==> src/rtl/imm_gen_pkg.sv <==
`default_nettype none
// ============================================================================
// Module   : imm_gen_pkg
// Purpose  : Shared op encodings, opcode constants and immediate field widths.
// Revision : 1.0 - initial release
// ============================================================================
package imm_gen_pkg;

  typedef enum logic [3:0] {
    OP_NONE = 4'd0,
    OP_I    = 4'd1,
    OP_S    = 4'd2,
    OP_B    = 4'd3,
    OP_J    = 4'd4,
    OP_U    = 4'd5,
    OP_CSR  = 4'd6,
    OP_AUTO = 4'd7,
    OP_CI   = 4'd8,
    OP_CIW  = 4'd9,
    OP_CL   = 4'd10,
    OP_CS   = 4'd11,
    OP_CSS  = 4'd12,
    OP_CB   = 4'd13,
    OP_CJ   = 4'd14,
    OP_RSVD = 4'd15
  } imm_op_e;

  localparam int c_op_enc_w = 4;

  localparam logic [6:0] c_opc_load   = 7'b0000011;
  localparam logic [6:0] c_opc_op_imm = 7'b0010011;
  localparam logic [6:0] c_opc_auipc  = 7'b0010111;
  localparam logic [6:0] c_opc_store  = 7'b0100011;
  localparam logic [6:0] c_opc_lui    = 7'b0110111;
  localparam logic [6:0] c_opc_branch = 7'b1100011;
  localparam logic [6:0] c_opc_jalr   = 7'b1100111;
  localparam logic [6:0] c_opc_jal    = 7'b1101111;
  localparam logic [6:0] c_opc_system = 7'b1110011;

  localparam int c_imm_i_w   = 12;
  localparam int c_imm_s_w   = 12;
  localparam int c_imm_b_w   = 13;
  localparam int c_imm_j_w   = 21;
  localparam int c_imm_u_w   = 32;
  localparam int c_imm_csr_w = 5;
  localparam int c_imm_ci_w  = 6;
  localparam int c_imm_ciw_w = 10;
  localparam int c_imm_cl_w  = 7;
  localparam int c_imm_cs_w  = 7;
  localparam int c_imm_css_w = 8;
  localparam int c_imm_cb_w  = 9;
  localparam int c_imm_cj_w  = 12;

endpackage
`default_nettype wire

==> src/rtl/imm_fmt_dec.sv <==
`default_nettype none
// ============================================================================
// Module   : imm_fmt_dec
// Purpose  : Combinational immediate decode for base, CSR, AUTO and RVC formats.
//            RVC formats are built only when IMM_GEN_STAGE_RVC_EN is defined.
// Revision : 1.0 - initial release
// ============================================================================
module imm_fmt_dec
  import imm_gen_pkg::*;
#(
  parameter int XLEN = 32,
  parameter int OP_W = 4
) (
  input  logic [31:0]     inst,
  input  logic [OP_W-1:0] op,
  output logic [XLEN-1:0] imm,
  output logic            err
);

  logic [OP_W+3:0] w_op_ext;
  logic            w_op_hi;
  imm_op_e         w_op;
  imm_op_e         w_fmt;

  logic [c_imm_i_w-1:0]   w_imm_i;
  logic [c_imm_s_w-1:0]   w_imm_s;
  logic [c_imm_b_w-1:0]   w_imm_b;
  logic [c_imm_j_w-1:0]   w_imm_j;
  logic [c_imm_u_w-1:0]   w_imm_u;
  logic [c_imm_csr_w-1:0] w_imm_csr;

  // Op bits above the 4-bit encoding make the op reserved.
  assign w_op_ext = {4'b0, op};
  assign w_op_hi  = |w_op_ext[OP_W+3:c_op_enc_w];
  assign w_op     = imm_op_e'(w_op_ext[c_op_enc_w-1:0]);

  assign w_imm_i   = inst[31:20];
  assign w_imm_s   = {inst[31:25], inst[11:7]};
  assign w_imm_b   = {inst[31], inst[7], inst[30:25], inst[11:8], 1'b0};
  assign w_imm_j   = {inst[31], inst[19:12], inst[20], inst[30:21], 1'b0};
  assign w_imm_u   = {inst[31:12], 12'b0};
  assign w_imm_csr = inst[19:15];

`ifdef IMM_GEN_STAGE_RVC_EN
  logic [c_imm_ci_w-1:0]  w_imm_ci;
  logic [c_imm_ciw_w-1:0] w_imm_ciw;
  logic [c_imm_cl_w-1:0]  w_imm_cl;
  logic [c_imm_cs_w-1:0]  w_imm_cs;
  logic [c_imm_css_w-1:0] w_imm_css;
  logic [c_imm_cb_w-1:0]  w_imm_cb;
  logic [c_imm_cj_w-1:0]  w_imm_cj;

  assign w_imm_ci  = {inst[12], inst[6:2]};
  assign w_imm_ciw = {inst[10:7], inst[12:11], inst[5], inst[6], 2'b00};
  assign w_imm_cl  = {inst[5], inst[12:10], inst[6], 2'b00};
  assign w_imm_cs  = {inst[5], inst[12:10], inst[6], 2'b00};
  assign w_imm_css = {inst[8:7], inst[12:9], 2'b00};
  assign w_imm_cb  = {inst[12], inst[6:5], inst[2], inst[11:10], inst[4:3], 1'b0};
  assign w_imm_cj  = {inst[12], inst[8], inst[10:9], inst[6], inst[7], inst[2],
                      inst[11], inst[5:3], 1'b0};
`endif

  // AUTO resolves to a concrete format; unknown opcodes become reserved.
  always_comb begin
    w_fmt = w_op;
    if (w_op_hi) begin
      w_fmt = OP_RSVD;
    end else if (w_op == OP_AUTO) begin
      case (inst[6:0])
        c_opc_op_imm, c_opc_load, c_opc_jalr: w_fmt = OP_I;
        c_opc_store:                          w_fmt = OP_S;
        c_opc_branch:                         w_fmt = OP_B;
        c_opc_jal:                            w_fmt = OP_J;
        c_opc_lui, c_opc_auipc:               w_fmt = OP_U;
        c_opc_system:                         w_fmt = inst[14] ? OP_CSR : OP_I;
        default:                              w_fmt = OP_RSVD;
      endcase
    end
  end

  always_comb begin
    imm = '0;
    err = 1'b0;
    case (w_fmt)
      OP_NONE: imm = '0;
      OP_I:    imm = XLEN'($signed(w_imm_i));
      OP_S:    imm = XLEN'($signed(w_imm_s));
      OP_B:    imm = XLEN'($signed(w_imm_b));
      OP_J:    imm = XLEN'($signed(w_imm_j));
      OP_U:    imm = XLEN'($signed(w_imm_u));
      OP_CSR:  imm = XLEN'(w_imm_csr);
`ifdef IMM_GEN_STAGE_RVC_EN
      OP_CI:   imm = XLEN'($signed(w_imm_ci));
      OP_CIW:  imm = XLEN'(w_imm_ciw);
      OP_CL:   imm = XLEN'(w_imm_cl);
      OP_CS:   imm = XLEN'(w_imm_cs);
      OP_CSS:  imm = XLEN'(w_imm_css);
      OP_CB:   imm = XLEN'($signed(w_imm_cb));
      OP_CJ:   imm = XLEN'($signed(w_imm_cj));
`endif
      default: err = 1'b1;
    endcase
  end

endmodule
`default_nettype wire

==> src/rtl/imm_gen_stage.sv <==
`default_nettype none
// ============================================================================
// Module   : imm_gen_stage
// Purpose  : Registered immediate generator with a one-entry skid buffer.
//            Define IMM_GEN_STAGE_RVC_EN to enable RVC immediate formats.
// Revision : 1.0 - initial release
// ============================================================================
module imm_gen_stage
  import imm_gen_pkg::*;
#(
  parameter int XLEN  = 32,
  parameter int OP_W  = 4,
  parameter int TAG_W = 8
) (
  input  logic             clk,
  input  logic             rst_n,
  input  logic             in_valid,
  output logic             in_ready,
  input  logic [31:0]      in_inst,
  input  logic [OP_W-1:0]  in_op,
  input  logic [TAG_W-1:0] in_tag,
  input  logic             flush,
  output logic             out_valid,
  input  logic             out_ready,
  output logic [XLEN-1:0]  out_imm,
  output logic [TAG_W-1:0] out_tag,
  output logic             out_err
);

  logic [XLEN-1:0]  w_dec_imm;
  logic             w_dec_err;
  logic             w_in_xfer;
  logic             w_out_free;

  logic             r_in_ready;
  logic             r_out_valid;
  logic [XLEN-1:0]  r_out_imm;
  logic [TAG_W-1:0] r_out_tag;
  logic             r_out_err;
  logic [XLEN-1:0]  r_skid_imm;
  logic [TAG_W-1:0] r_skid_tag;
  logic             r_skid_err;

  imm_fmt_dec #(
    .XLEN (XLEN),
    .OP_W (OP_W)
  ) u_dec (
    .inst (in_inst),
    .op   (in_op),
    .imm  (w_dec_imm),
    .err  (w_dec_err)
  );

  assign w_in_xfer  = in_valid & r_in_ready;
  assign w_out_free = ~r_out_valid | out_ready;

  // r_in_ready low is the skid-occupied flag; no separate skid valid bit.
  always_ff @(posedge clk or negedge rst_n) begin
    if (!rst_n) begin
      r_in_ready  <= 1'b1;
      r_out_valid <= 1'b0;
      r_out_imm   <= '0;
      r_out_tag   <= '0;
      r_out_err   <= 1'b0;
      r_skid_imm  <= '0;
      r_skid_tag  <= '0;
      r_skid_err  <= 1'b0;
    end else if (flush) begin
      r_out_valid <= 1'b0;
      r_in_ready  <= 1'b1;
    end else if (w_out_free) begin
      if (!r_in_ready) begin
        r_out_valid <= 1'b1;
        r_out_imm   <= r_skid_imm;
        r_out_tag   <= r_skid_tag;
        r_out_err   <= r_skid_err;
        r_in_ready  <= 1'b1;
      end else begin
        r_out_valid <= w_in_xfer;
        if (w_in_xfer) begin
          r_out_imm <= w_dec_imm;
          r_out_tag <= in_tag;
          r_out_err <= w_dec_err;
        end
      end
    end else if (w_in_xfer) begin
      r_skid_imm <= w_dec_imm;
      r_skid_tag <= in_tag;
      r_skid_err <= w_dec_err;
      r_in_ready <= 1'b0;
    end
  end

  assign in_ready  = r_in_ready;
  assign out_valid = r_out_valid;
  assign out_imm   = r_out_imm;
  assign out_tag   = r_out_tag;
  assign out_err   = r_out_err;

endmodule
`default_nettype wire

==> config.mk <==
export PLATFORM = sky130hd
export DESIGN_NAME = imm_gen_stage
export DESIGN_NICKNAME = d
export VERILOG_FILES = /design/src/rtl/imm_gen_pkg.sv /design/src/rtl/imm_fmt_dec.sv /design/src/rtl/imm_gen_stage.sv
export SDC_FILE = /design/constraint.sdc
export NUM_CORES = 1
export LEC_CHECK = 0
export CORE_MARGIN = 10
export CORE_UTILIZATION = 50
export CTS_CLUSTER_SIZE = 14
export DETAILED_ROUTE_END_ITERATION = 6
export GPL_TIMING_DRIVEN = 0
export PLACE_DENSITY = 0.8
export SLEW_MARGIN = 10
export SYNTH_ARGS = -nofsm -noshare
export SYNTH_HDL_FRONTEND = slang
export SYNTH_SLANG_ARGS = --single-unit
==> constraint.sdc <==
create_clock -name clk -period 2.43 [get_ports clk]
set_input_delay 0.486 -clock clk [delete_from_list [all_inputs] [get_ports clk]]
set_output_delay 0.486 -clock clk [all_outputs]
set_load 0.01 [all_outputs]
### Word level (Yosys, flattened, before mapping)

Cells that the tools add are included.

| storage, ports and cells | value |
|---|---|
| flip-flop bits (word level) | 84 |
| latch bits | 0 |
| memory bits (writable) | 0 |
| bits in read-only memories | 0 |
| bits of input ports | 49 |
| output and inout port bits | 43 |
| word-level logic and storage cells | 55 |
| memories | 0 |

| operators by class | value |
|---|---|
| add/sub/neg operators | 0 |
| $mul | 0 |
| div/mod/pow operators | 0 |
| magnitude comparators | 0 |
| eq/ne operators | 17 |
| shift-type cells | 0 |
| mux-type cells | 17 |
| bitwise logic cells | 5 |
| reduce and logical (&&, ||, !) cells | 8 |

Operators by type and width:

| cell | number |
|---|---|
| one-hot mux 32 bit (6 select lines) | 1 |
| 2-to-1 mux 32 bit | 2 |
| == test 7 bit, second input constant | 4 |
| one-hot mux 4 bit (6 select lines) | 1 |
| == test 4 x 3 -> 1 bit, second input constant | 4 |
| 2-to-1 mux 8 bit | 2 |
| == test 7 x 5 -> 1 bit, second input constant | 2 |
| == test 7 x 6 -> 1 bit, second input constant | 2 |
| 2-to-1 mux 1 bit | 9 |
| == test 4 x 2 -> 1 bit, second input constant | 2 |
| == test 7 x 2 -> 1 bit, second input constant | 1 |
| OR reduction 7 bit | 1 |
| AND reduction 3 bit | 2 |
| == test 4 x 1 -> 1 bit, second input constant | 1 |
| zero test 4 bit | 1 |
| 2-to-1 mux 4 bit | 1 |
| 2-to-1 mux 3 bit | 1 |
| inverter 1 bit | 3 |
| nonzero test 3 bit | 1 |
| OR reduction 3 bit | 1 |
| != test 2 bit, second input constant | 1 |
| nonzero test 2 bit | 1 |
| OR reduction 2 bit | 1 |
| AND 1 bit | 1 |
| bitwise OR 1 bit | 1 |

### Logic depth before layout (Yosys ltp)

Gate-level depths: netlist of the first run.

| depth | value |
|---|---|
| depth after elaboration | 9 |
| depth in mapped cells | 8 |
| mapped depth without buffers | 7 |

### Modules after synthesis

A second synthesis of the first run with hierarchy kept.

| second synthesis, totals | value |
|---|---|
| cell total of the unflattened synthesis | 342 |
| area total of the unflattened synthesis | 4,481.8 µm² |

By module, submodules not included:

| module | times used | cells each | area each (µm²) |
|---|---|---|---|
| imm_gen_stage | 1 | 229 | 3,742.3 |
| imm_fmt_dec | 1 | 113 | 739.5 |

### Worst setup path before layout of the first run

Ideal clock, no wire load.

| timing path | value |
|---|---|
| path type | input port to flip-flop |
| from | input in_op[2] |
| to | register r_out_imm[10] (netlist: out_imm[10]) |
| library setup time | 126 ps |
| arrival time | 2,307 ps |
| data required time | 2,304 ps |
| setup slack | -2 ps |
| stages | 8 |
| buffers on the path | 1 |
| cells stage by stage | nand3_1 -> or3_4 -> a211o_1 -> a21oi_1 -> xor2_1 -> and3_1 -> buf_2 -> a221o_1 |

| on the way | value |
|---|---|
| word-level cells in the longest chain between the ends | 6 |
| elaborated cells on any way between the ends | 11 |
| classes of those cells | eq/ne: 7; mux: 4 |

RTL lines:

| what | RTL line | text |
|---|---|---|
| from (decl) | imm_gen_stage.sv:20 | `input logic [OP_W-1:0] in_op,` |
| == test 4 x 3 -> 1 bit | imm_fmt_dec.sv:68 | `end else if (w_op == OP_AUTO) begin` |
| 2-to-1 mux 4 bit * | imm_fmt_dec.sv:68 |  |
| == test 4 x 3 -> 1 bit, or another cell as far along | imm_fmt_dec.sv:84 | `case (w_fmt)` |
| one-hot mux 32 bit (6 select lines) * | imm_fmt_dec.sv:84 |  |
| 2-to-1 mux 32 bit * | imm_gen_stage.sv:80 | `if (w_in_xfer) begin` |
| 2-to-1 mux 32 bit * | imm_gen_stage.sv:72 | `if (!r_in_ready) begin` |
| to (signal assigned) | imm_gen_stage.sv:74 | `r_out_imm <= r_skid_imm;` |
| to (signal assigned) | imm_gen_stage.sv:81 | `r_out_imm <= w_dec_imm;` |
| to (decl) | imm_gen_stage.sv:37 | `logic [XLEN-1:0] r_out_imm;` |

Mark *: on every way between the ends. The rest lies on a longest branch, timed or not. The select of a mux whose other input is x is not followed.
A chain may end at the register's enable or synchronous reset.

### Worst setup path in the final report of the first run

| timing path | value |
|---|---|
| from | input in_op[1] |
| to | register r_out_imm[16] (netlist: out_imm[16]) |

The elaborated chain is that of the path after synthesis.

==> flow_summary.rst, run 1 <==
.. list-table::
   :header-rows: 1

   * - Metric
     - Value
   * - Data arrival at the endpoint of the critical path
     - 2640 ps
   * - Top area cells in the synthesized netlist
     - dfrtp_1, nand2_1, a21oi_1, o21ai_0, nor3b_1
   * - Distinct cell type count after synthesis
     - 42
   * - Worst Reg-to-Reg Cells
     - 7
   * - Number of port buffers
     - 91
   * - Area enclosed by the die boundary
     - 0.0119 mm²
   * - Initial antenna violation count
     - 0
   * - Pre-CTS setup slack
     - -1150 ps
   * - Startpoint kind of the worst setup timing path
     - input pin
   * - Final setup violation count
     - 0
   * - Setup Skew
     - 13.7 ps
   * - Required time of the worst setup path
     - 2660 ps
   * - Synth Area in Simple Gates
     - 18.2%
   * - Pin count of the biggest net entering global routing
     - 44
   * - Total via count in the routed design
     - 3628
   * - Area inside the core boundary
     - 0.00773 mm²
   * - Antenna diode instance count
     - 0
   * - Detailed-route DRC error count
     - 0
   * - Setup slack after layout
     - 13.7 ps
   * - Compound-gate portion of the synthesized area
     - 21.0%
   * - Actual transition at the worst max-transition pin
     - 860 ps
   * - Fmax achieved
     - 414 MHz
   * - Remaining antenna violation count after routing
     - 0
   * - Number of max-cap violations
     - 0
   * - Buffer levels on the longest clock path
     - 2
   * - Share of the cycle needed by the critical path after routing
     - 99.4%
   * - Result of the run
     - finished, final reports clean
   * - Portion of netlist area occupied by mux cells
     - 4.56%
   * - Highest ir drop seen on vdd
     - 0.000462 V
   * - Hold-fix buffers at CTS
     - 0
   * - Final estimated routing congestion in global placement
     - 0.866
   * - Commonest non-fill, non-tap cell in the layout
     - dfrtp_1
   * - Fill count
     - 564
   * - Clock tree from TritonCTS
     - built
   * - Cell taking the most area after synthesis
     - dfrtp_1
   * - Hold Vio Cnt, Final
     - 0
   * - Total CTS buffers
     - 9
   * - Instance count of the mapped netlist
     - 392
   * - Root Driver
     - clkbuf_8
   * - Area fraction of the dominant cell type after synthesis
     - 52.5%
   * - Share of final-layout standard cells stronger than drive strength 1
     - 13.1%
   * - Area of combinational cells with multiple inputs
     - 0.00189 mm²
   * - Total non-filler cell area in the finished layout
     - 0.00546 mm²
   * - Post-detailed-route wirelength per cell
     - 19.7 µm
   * - Synthesized-area fraction occupied by xor and xnor cells
     - 0.222%
   * - First-pass GRT wire length
     - 19.5 mm
   * - Total of flip-flops plus latches after synthesis
     - 84
   * - Post-Synthesis Mean Instance Area
     - 10.1 µm²
   * - Clock Pin Slew Worst Setup and Hold Paths
     - 80 ps
   * - Number of levels the H-tree was split into
     - 3
   * - Area post-placement
     - 0.00501 mm²
   * - Time the final worst path needs with I/O delays and setup
     - 2420 ps
   * - Area Growth Syn to Fin
     - 38.1%
   * - Maximum fanout encountered on the critical timing path
     - 8
   * - Die Height
     - 109 µm
   * - Vias per Instance
     - 5.91
   * - Adder and majority cell fraction of the synthesized area
     - 0%
   * - Combinational family with the most area after synthesis
     - compound AO/OA/AOI/OAI gates
   * - Io pins
     - 92
   * - Detailed router's first-iteration violation count
     - 253
   * - Die width
     - 109 µm
   * - Overall track demand over capacity in global routing
     - 20.7%
   * - Path type of the worst setup path
     - input pin to register
   * - Row cnt
     - 32
   * - Standby leakage power
     - 0.00241 µW
   * - Number of warnings printed during yosys synthesis
     - 0
   * - Detailed Routing Iterations Pass 1
     - 5
   * - Initial core utilization
     - 51.2%
   * - Source-to-sink clock delay at the later pin of the worst-skew pair
     - 350 ps
   * - Global route total overflow
     - 0
   * - Combined flip-flop and latch cell area
     - 0.00210 mm²
   * - Number of sinks handled by clock tree synthesis
     - 84
   * - Detailed-placement wirelength estimate
     - 8.30 mm
   * - Most frequent cells in the layout
     - dfrtp_1, clkdlybuf4s50_1, nand2_1
   * - Vias in the first global route
     - 3753
   * - Slew headroom
     - 42.7%
   * - Count of pins over their slew limit
     - 0
   * - Capturing element type of the critical path
     - register
   * - Final Net Count
     - 556
   * - Cell Area, Synth
     - 0.00395 mm²
   * - Part of the Yosys area used for sequential elements
     - 53.2%
   * - Nets in the synthesized netlist
     - 441
   * - Power density over cell area
     - 643 mW/mm²
   * - HP Class
     - input pin to asynchronous set/reset pin
   * - Total wire length after detailed routing
     - 12.1 mm
==> critical path: stages <==
cell           delay (ps)
dlygate4sd2_1         300
nand3_1               140
or3_4                 400
a211o_4               380
a21oi_4               260
buf_6                 150
nor2_4                 60
a21o_1                170
a221o_1               300
==> logic make-up after synthesis <==
logic type,Yosys count
AOI/OAI and AO/OA,122
xor gates and xnor gates,1
buffers and inverters,28
DFF,84
muxes,17
and+or+nand+nor,140
==> power breakdown <==
group | internal, µW | switching (µW)
Clock | 475 | 482
Combinational | 427 | 386
Sequential | 1620 | 122
Total | 2520 | 989
==> final timing paths <==
path	start	to	slack, ps
hold reg to reg	out_tag[2]	out_tag[2]	480
hold / removal	rst_n	r_skid_tag[4]	120
setup reg to reg	in_ready	out_imm[11]	120
setup / recovery	in_op[1]	out_imm[16]	10
max in group asynchronous	rst_n	r_skid_imm[26]	1680
min in group clk	out_tag[2]	out_tag[2]	480
==> Yosys cell counts <==
master     number
inv_1           2
clkbuf_1       19
mux2_2          8
or3_4           1
nor2_1         19
o31ai_1         2
a22o_1          7
nand4bb_1       1
a2111oi_0       1
xor2_1          1
o21a_1          1
a32o_1          5
nand3_1         4
dfrtp_1        83
o2111ai_1       2
a21oi_1        36
nor2b_1         2
and4_1          2
a32oi_1         2
nor3b_1        19
o41ai_4         1
mux2i_1         9
buf_2           5
nor3_2          1
o31a_1          3
o21ai_0        33
a221o_1        14
and2_1          5
a21o_1          8
a21boi_0        1
dfstp_2         1
nand3b_1        2
o211a_1         1
or3_1          13
a211o_1         1
a31oi_1         2
nand2_1        59
nor3_1          1
nand2b_1        5
and3_1          6
buf_1           2
o211ai_1        2
==> stage by stage <==
step | cells | hold WS, ps | power, µW | TNS (ps) | utilization (%)
2_1_floorplan | 392 | 190 | 2090 | 0 | -
3_3_place_gp | 585 | 454 | 2500 | -232510 | 64.7
4_1_cts | 610 | 134 | 3520 | -0.880 | 69.6
3_5_place_dp | 586 | 463 | 2540 | -64120 | 64.9
6_report | 614 | 123 | 3510 | 0 | 70.7
5_1_grt | 614 | 154 | 3690 | -382 | 70.7
==> metal layers <==
layer	track usage (%)	vias up	part of all wire, %
met5	0	-	0
met4	7.25	0	1.4
met3	4.90	15	8.4
met2	32.6	159	48
met1	27.5	1793	42
li1	-	1661	-
==> area by class of cell <==
cell class / count / area share [%]
plain buffers: 25 / 2.13
clock buffers: 12 / 2.47
clock inverters: 4 / 0.916
inverters: 2 / 0.137
multi-input cells: 280 / 34.7
flip-flops and latches: 84 / 38.5
well taps: 102 / 2.34
repair buffers: 105 / 18.8
==> timing repair <==
action | 4_1_cts | 5_1_grt
hold endpoints to repair | 0 | 0
resized for setup | 34 | 27
pin swaps | 10 | 12
setup buffers | 9 | 4
endpoints found under the setup margin | 66 | 70
==> flip-flops by register name, indices dropped and copies added, names as in the netlist <==
signal / flops
out_imm: 32
r_skid_imm: 32
out_tag: 8
r_skid_tag: 8
in_ready: 1
out_err: 1
out_valid: 1
r_skid_err: 1
Note: power is estimated with default switching activity, not from simulation.
==> run 2: changes to the inputs <==
==> constraint.sdc (replaced) <==
create_clock -name clk -period 2.43 [get_ports clk]
set_input_delay 0.486 -clock clk [delete_from_list [all_inputs] [get_ports clk]]
set_output_delay 0.486 -clock clk [all_outputs]
set_load 0.1 [all_outputs]
==> flow_summary.rst, run 2 (same netlist as run 1, synthesis figures left out) <==
.. list-table::
   :header-rows: 1

   * - Metric
     - Value
   * - First-pass GRT wire length
     - 19.5 mm (+0.22%)
   * - Initial core utilization
     - 51.2% (unchanged)
   * - Actual transition at the worst max-transition pin
     - 992 ps (+132 ps)
   * - Commonest non-fill, non-tap cell in the layout
     - dfrtp_1
   * - Final instance count without filler cells
     - 611 (-0.49%)
   * - Standby leakage power
     - 0.00239 µW (-0.94%)
   * - Fmax achieved
     - 422 MHz (+2.0%)
   * - Number of levels the H-tree was split into
     - 3 (unchanged)
   * - Slew headroom
     - 33.6% (-9.0 points)
   * - Hold-fix buffers at CTS
     - 0 (unchanged)
   * - Time the final worst path needs with I/O delays and setup
     - 2370 ps (-46.9 ps)
   * - Delay-heaviest family, CP
     - buffers and inverters
   * - Vias per Instance
     - 5.91 (about the same)
   * - Setup Skew
     - 13.6 ps (-0.0340 ps)
   * - Clock Pin Slew Worst Setup and Hold Paths
     - 80 ps (about the same)
   * - Initial antenna violation count
     - 0 (unchanged)
   * - Number of sinks handled by clock tree synthesis
     - 84 (unchanged)
   * - Post-detailed-route wirelength per cell
     - 19.8 µm (+0.54%)
   * - Vias in the first global route
     - 3779 (+0.69%)
   * - Die width
     - 109 µm (unchanged)
   * - Number of port buffers
     - 91 (unchanged)
   * - Maximum fanout encountered on the critical timing path
     - 2 (-6)
   * - Path type of the worst setup path
     - register to primary output
   * - HP Class
     - input pin to asynchronous set/reset pin
   * - Highest ir drop seen on vdd
     - 0.000662 V (+43%)
   * - Global route total overflow
     - 0 (unchanged)
   * - Dpl cells
     - 586 (unchanged)
   * - Result of the run
     - finished, final reports clean
   * - Share of final-layout standard cells stronger than drive strength 1
     - 14.7% (+1.6 points)
   * - Detailed-route DRC error count
     - 0 (unchanged)
   * - Required time of the worst setup path
     - 1940 ps (-720 ps)
   * - Largest stage delay, worst path
     - 1160 ps (+760 ps)
   * - Hold Vio Cnt, Final
     - 0 (unchanged)
   * - Series of cell instances along the critical path
     - clkdlybuf4s50_1
   * - Capturing element type of the critical path
     - primary output
   * - Detailed router's first-iteration violation count
     - 210 (-17%)
   * - Final Net Count
     - 553 (-0.54%)
   * - Total wire length after detailed routing
     - 12.1 mm (about the same)
   * - Root Driver
     - clkbuf_8
   * - Detailed Routing Iterations Pass 1
     - 5 (unchanged)
   * - Area inside the core boundary
     - 0.00773 mm² (unchanged)
   * - Share of the cycle needed by the critical path after routing
     - 97.5% (-1.9 points)
   * - Buffer levels on the longest clock path
     - 2 (unchanged)
   * - Count of pins over their slew limit
     - 0 (unchanged)
   * - Worst Reg-to-Reg Cells
     - 7 (unchanged)
   * - Pin count of the biggest net entering global routing
     - 44 (unchanged)
   * - Setup tns final
     - 0 ps (unchanged)
   * - Detailed-placement wirelength estimate
     - 8.30 mm (unchanged)
   * - Most frequent cells in the layout
     - dfrtp_1, clkdlybuf4s50_1, nand2_1
   * - Overall track demand over capacity in global routing
     - 20.7% (about the same)
   * - Clock tree from TritonCTS
     - built
   * - Instance count on the critical path
     - 1 (-8)
   * - Worst slack on hold paths
     - 120 ps (-2.89 ps)
   * - Setup repair after global routing missed its margin
     - false
   * - Final standard cell utilization of the core
     - 70.9% (+0.19 points)
   * - Remaining antenna violation count after routing
     - 0 (unchanged)
   * - Row cnt
     - 32 (unchanged)
   * - Io pins
     - 92 (unchanged)
   * - Final estimated routing congestion in global placement
     - 0.866 (unchanged)
   * - Total CTS buffers
     - 9 (unchanged)
   * - Antenna diode instance count
     - 0 (unchanged)
   * - Number of max-cap violations
     - 0 (unchanged)
   * - Worst path bufs/invs
     - 1 (-1)
   * - Area enclosed by the die boundary
     - 0.0119 mm² (unchanged)
   * - Final setup violation count
     - 0 (unchanged)
   * - Slowest cell on crit path
     - clkdlybuf4s50_1
   * - Data arrival at the endpoint of the critical path
     - 1880 ps (-760 ps)
   * - Source-to-sink clock delay at the later pin of the worst-skew pair
     - 350 ps (about the same)
   * - Power density over cell area
     - 768 mW/mm² (+19%)
   * - Area Growth Syn to Fin
     - 38.5%
   * - Startpoint kind of the worst setup timing path
     - register
   * - Die Height
     - 109 µm (unchanged)
   * - Total via count in the routed design
     - 3611 (-0.47%)
[run 2: changes by cell type in the layout (fill, tap and decap cells not counted), sizes merged]
cell / previous run / this run
clkdlybuf4s18: 1 / 0
dlygate4sd2: 5 / 7
dlymetal6s2s: 4 / 3
clkdlybuf4s50: 78 / 77
buf: 20 / 17
clkdlybuf4s15: 0 / 1
[run 2: power by group]
group | internal (µW) | switching (µW) | total, µW
Combinational | 425 | 1070 | 1500
Sequential | 1620 | 122 | 1740
Clock | 475 | 492 | 967
[run 2: timing repair]
action,in CTS,in global routing
endpoints found under the hold margin,0,0
resized for setup,36,36
endpoints found under the setup margin,67,70
buffers inserted,10,1
pin swaps,10,12
[run 2: final timing paths]
kind | slack, ps | startpoint | end
hold reg to reg | 480 | out_tag[2] | out_tag[2]
setup reg to reg | 190 | in_ready | out_imm[11]
hold / removal | 120 | rst_n | r_skid_tag[4]
min in group clk | 480 | out_tag[2] | out_tag[2]
setup / recovery | 60 | out_imm[19] | out_imm[19]
max in group asynchronous | 1690 | rst_n | r_skid_imm[26]
[run 2: layout make-up]
cell class,count,area (µm²)
plain buffers,24,108
clock buffers,12,135
clock inverters,4,50.0
fillers,556,2250
inverters,2,7.51
multi-input cells,280,1930
flip-flops and latches,84,2100
well taps,102,128
repair buffers,103,1010
[run 2: per-layer routing]
layer	track usage [%]	share of wire, %
met1	27.1	41
met2	32.7	48
met3	5.31	9.2
met4	7.16	1.2
met5	0	0
[run 2: per-stage QoR]
stage | cell area, µm² | power [µW] | worst slack (ps)
after floorplan | 3960 | 2760 | 41.9
after global placement | 5000 | 3180 | -2080
after detailed placement | 5010 | 3210 | -1150
after CTS | 5380 | 4190 | 13.3
after global routing | 5480 | 4380 | 7.30
final | 5480 | 4210 | 60.6
==> run 3: changes to the inputs <==
CAP_MARGIN = 20   (was default)
CORE_MARGIN = 8   (was 10)
==> flow_summary.rst, run 3 (same netlist as run 1, synthesis figures left out) <==
.. list-table::
   :header-rows: 1

   * - Metric
     - Value
   * - Overall track demand over capacity in global routing
     - 21.7% (+0.97 points)
   * - Die width
     - 105 µm (-3.7%)
   * - Required time of the worst setup path
     - 2710 ps (+770 ps)
   * - Worst path bufs/invs
     - 3 (+2)
   * - Final setup violation count
     - 0 (unchanged)
   * - Share of final-layout standard cells stronger than drive strength 1
     - 18.4% (+3.7 points)
   * - Final estimated routing congestion in global placement
     - 0.829 (-4.3%)
   * - Detailed-route DRC error count
     - 0 (unchanged)
   * - Setup tns final
     - 0 ps (unchanged)
   * - First-pass GRT wire length
     - 19.2 mm (-1.7%)
   * - Area inside the core boundary
     - 0.00769 mm² (-0.52%)
   * - Initial core utilization
     - 51.4% (+0.27 points)
   * - Area enclosed by the die boundary
     - 0.0110 mm² (-7.2%)
   * - Series of cell instances along the critical path
     - clkdlybuf4s15_1, nand3_1, or3_4, o31a_1, buf_4, nor3_4, and2_4, clkbuf_16, nand2_2, a21oi_2
   * - Count of pins over their slew limit
     - 0 (unchanged)
   * - Area of combinational cells with multiple inputs
     - 0.00194 mm² (+0.45%)
   * - Detailed Routing Iterations Pass 1
     - 5 (unchanged)
   * - Result of the run
     - finished, final reports clean
   * - Data arrival at the endpoint of the critical path
     - 2690 ps (+810 ps)
   * - Pin count of the biggest net entering global routing
     - 61 (+39%)
   * - Combined flip-flop and latch cell area
     - 0.00210 mm² (unchanged)
   * - Number of sinks handled by clock tree synthesis
     - 84 (unchanged)
   * - Area Growth Syn to Fin
     - 42.7%
   * - Detailed router's first-iteration violation count
     - 268 (+28%)
   * - Root Driver
     - clkbuf_8
   * - Source-to-sink clock delay at the later pin of the worst-skew pair
     - 360 ps (about the same)
   * - Most frequent cells in the layout
     - dfrtp_1, clkdlybuf4s50_1, nand2_1
   * - Setup Skew
     - 9.66 ps (-3.97 ps)
   * - Initial antenna violation count
     - 0 (unchanged)
   * - Global route total overflow
     - 0 (unchanged)
   * - Number of max-cap violations
     - 0 (unchanged)
   * - Maximum fanout encountered on the critical timing path
     - 5 (+3)
   * - Largest stage delay, worst path
     - 380 ps (-780 ps)
   * - HP Class
     - input pin to asynchronous set/reset pin
   * - Die Height
     - 105 µm (-3.7%)
   * - Detailed-placement wirelength estimate
     - 8.25 mm (-0.62%)
   * - Vias in the first global route
     - 3678 (-2.7%)
   * - Commonest non-fill, non-tap cell in the layout
     - dfrtp_1
   * - Highest ir drop seen on vdd
     - 0.000585 V (-12%)
   * - Post-detailed-route wirelength per cell
     - 20.1 µm (+1.6%)
   * - Hold Vio Cnt, Final
     - 0 (unchanged)
   * - Vias per Instance
     - 5.97 (+1.0%)
   * - Fill count
     - 552 (-0.72%)
   * - Remaining antenna violation count after routing
     - 0 (unchanged)
   * - Final instance count without filler cells
     - 623 (+2.0%)
   * - Time the final worst path needs with I/O delays and setup
     - 2410 ps (+39.9 ps)
   * - Clock Pin Slew Worst Setup and Hold Paths
     - 80 ps (about the same)
   * - Share of the cycle needed by the critical path after routing
     - 99.2% (+1.6 points)
   * - Power density over cell area
     - 776 mW/mm² (+1.1%)
   * - Path type of the worst setup path
     - input pin to register
   * - Number of port buffers
     - 91 (unchanged)
   * - Row cnt
     - 32 (unchanged)
   * - Buffer levels on the longest clock path
     - 2 (unchanged)
   * - Startpoint kind of the worst setup timing path
     - input pin
   * - Antenna diode instance count
     - 0 (unchanged)
   * - Standby leakage power
     - 0.00250 µW (+4.9%)
   * - Dpl cells
     - 586 (unchanged)
   * - Total CTS buffers
     - 9 (unchanged)
   * - Overall Power
     - 4380 µW (+4.1%)
   * - Delay-heaviest family, CP
     - simple AND/OR/NAND/NOR gates
   * - Slowest cell on crit path
     - or3_4
   * - Fmax achieved
     - 415 MHz (-1.7%)
   * - Clock tree from TritonCTS
     - built
   * - Final Net Count
     - 565 (+2.2%)
   * - Total wire length after detailed routing
     - 12.5 mm (+3.6%)
   * - Capturing element type of the critical path
     - register
   * - Number of levels the H-tree was split into
     - 3 (unchanged)
   * - Slew headroom
     - 32.1% (-1.5 points)
   * - Actual transition at the worst max-transition pin
     - 1020 ps (+23.0 ps)
   * - Io pins
     - 92 (unchanged)
   * - Hold-fix buffers at CTS
     - 0 (unchanged)
   * - Total via count in the routed design
     - 3719 (+3.0%)
[run 3: power breakdown]
| part | total [µW] | switching, µW | internal (µW) | leakage [µW] |
|---|---|---|---|---|
| clock | 1100 | 520 | 579 | 0.000107 |
| sequential | 1750 | 128 | 1620 | 0.00107 |
| combinational | 1530 | 1090 | 445 | 0.00132 |
| total | 4380 | 1730 | 2650 | 0.00250 |
[run 3: worst register-to-register path, cell delays in order, from the launching register on]
cell and delay [ps]:
dfstp_2 570, nor2b_1 260, or3_1 150, clkbuf_1 250, clkbuf_1 540, nor3b_1 120
a21oi_1 130, o21ai_0 90
[run 3: worst paths after layout]
| check | start | to | slack (ps) | cells after the start |
|---|---|---|---|---|
| worst min-delay path | rst_n | out_tag[3] | 30 | 1 |
| worst max register to register | in_ready | out_imm[11] | 200 | 7 |
| max in group asynchronous | rst_n | in_ready | 1750 | 2 |
| min in group clk | r_skid_tag[6] | r_skid_tag[6] | 480 | 2 |
| worst max-delay path | in_op[1] | out_imm[30] | 20 | 10 |
| worst min register to register | r_skid_tag[6] | r_skid_tag[6] | 480 | 2 |
[run 3: timing repair]
item,4_1_cts,5_1_grt
pin swaps,11,14
setup endpoints to repair,67,72
gates resized for setup,34,45
buffers inserted,11,10
gates cloned,0,1
[run 3: routing by layer]
metal  up-vias  GRT usage (%)  share of wire [%]
met5         -              0                  0
met2       173           35.3                 50
met1      1848           27.6                 42
met4         0           8.66                2.4
met3        28           4.61                6.4
li1       1670              -                  -
[run 3: layout make-up]
class,instances,share of cell area [%]
timing repair buffer,114,20.0
buffer,25,2.08
multi-input combinational,280,34.4
inverter,2,0.133
sequential,84,37.3
clock inverter,6,1.53
clock buffer,10,2.26
tap,102,2.26
[run 3: through the flow]
step                hold slack, ps  utilization [%]  area, µm²  setup WS (ps)
floorplan                      190                -       3960           41.9
global placement               454             65.0       5000          -2090
detailed placement             421             65.3       5020          -1190
CTS                           29.1             70.7       5440           5.13
global route                  39.0             73.4       5640          -46.9
finish                        27.6             73.4       5640           20.6
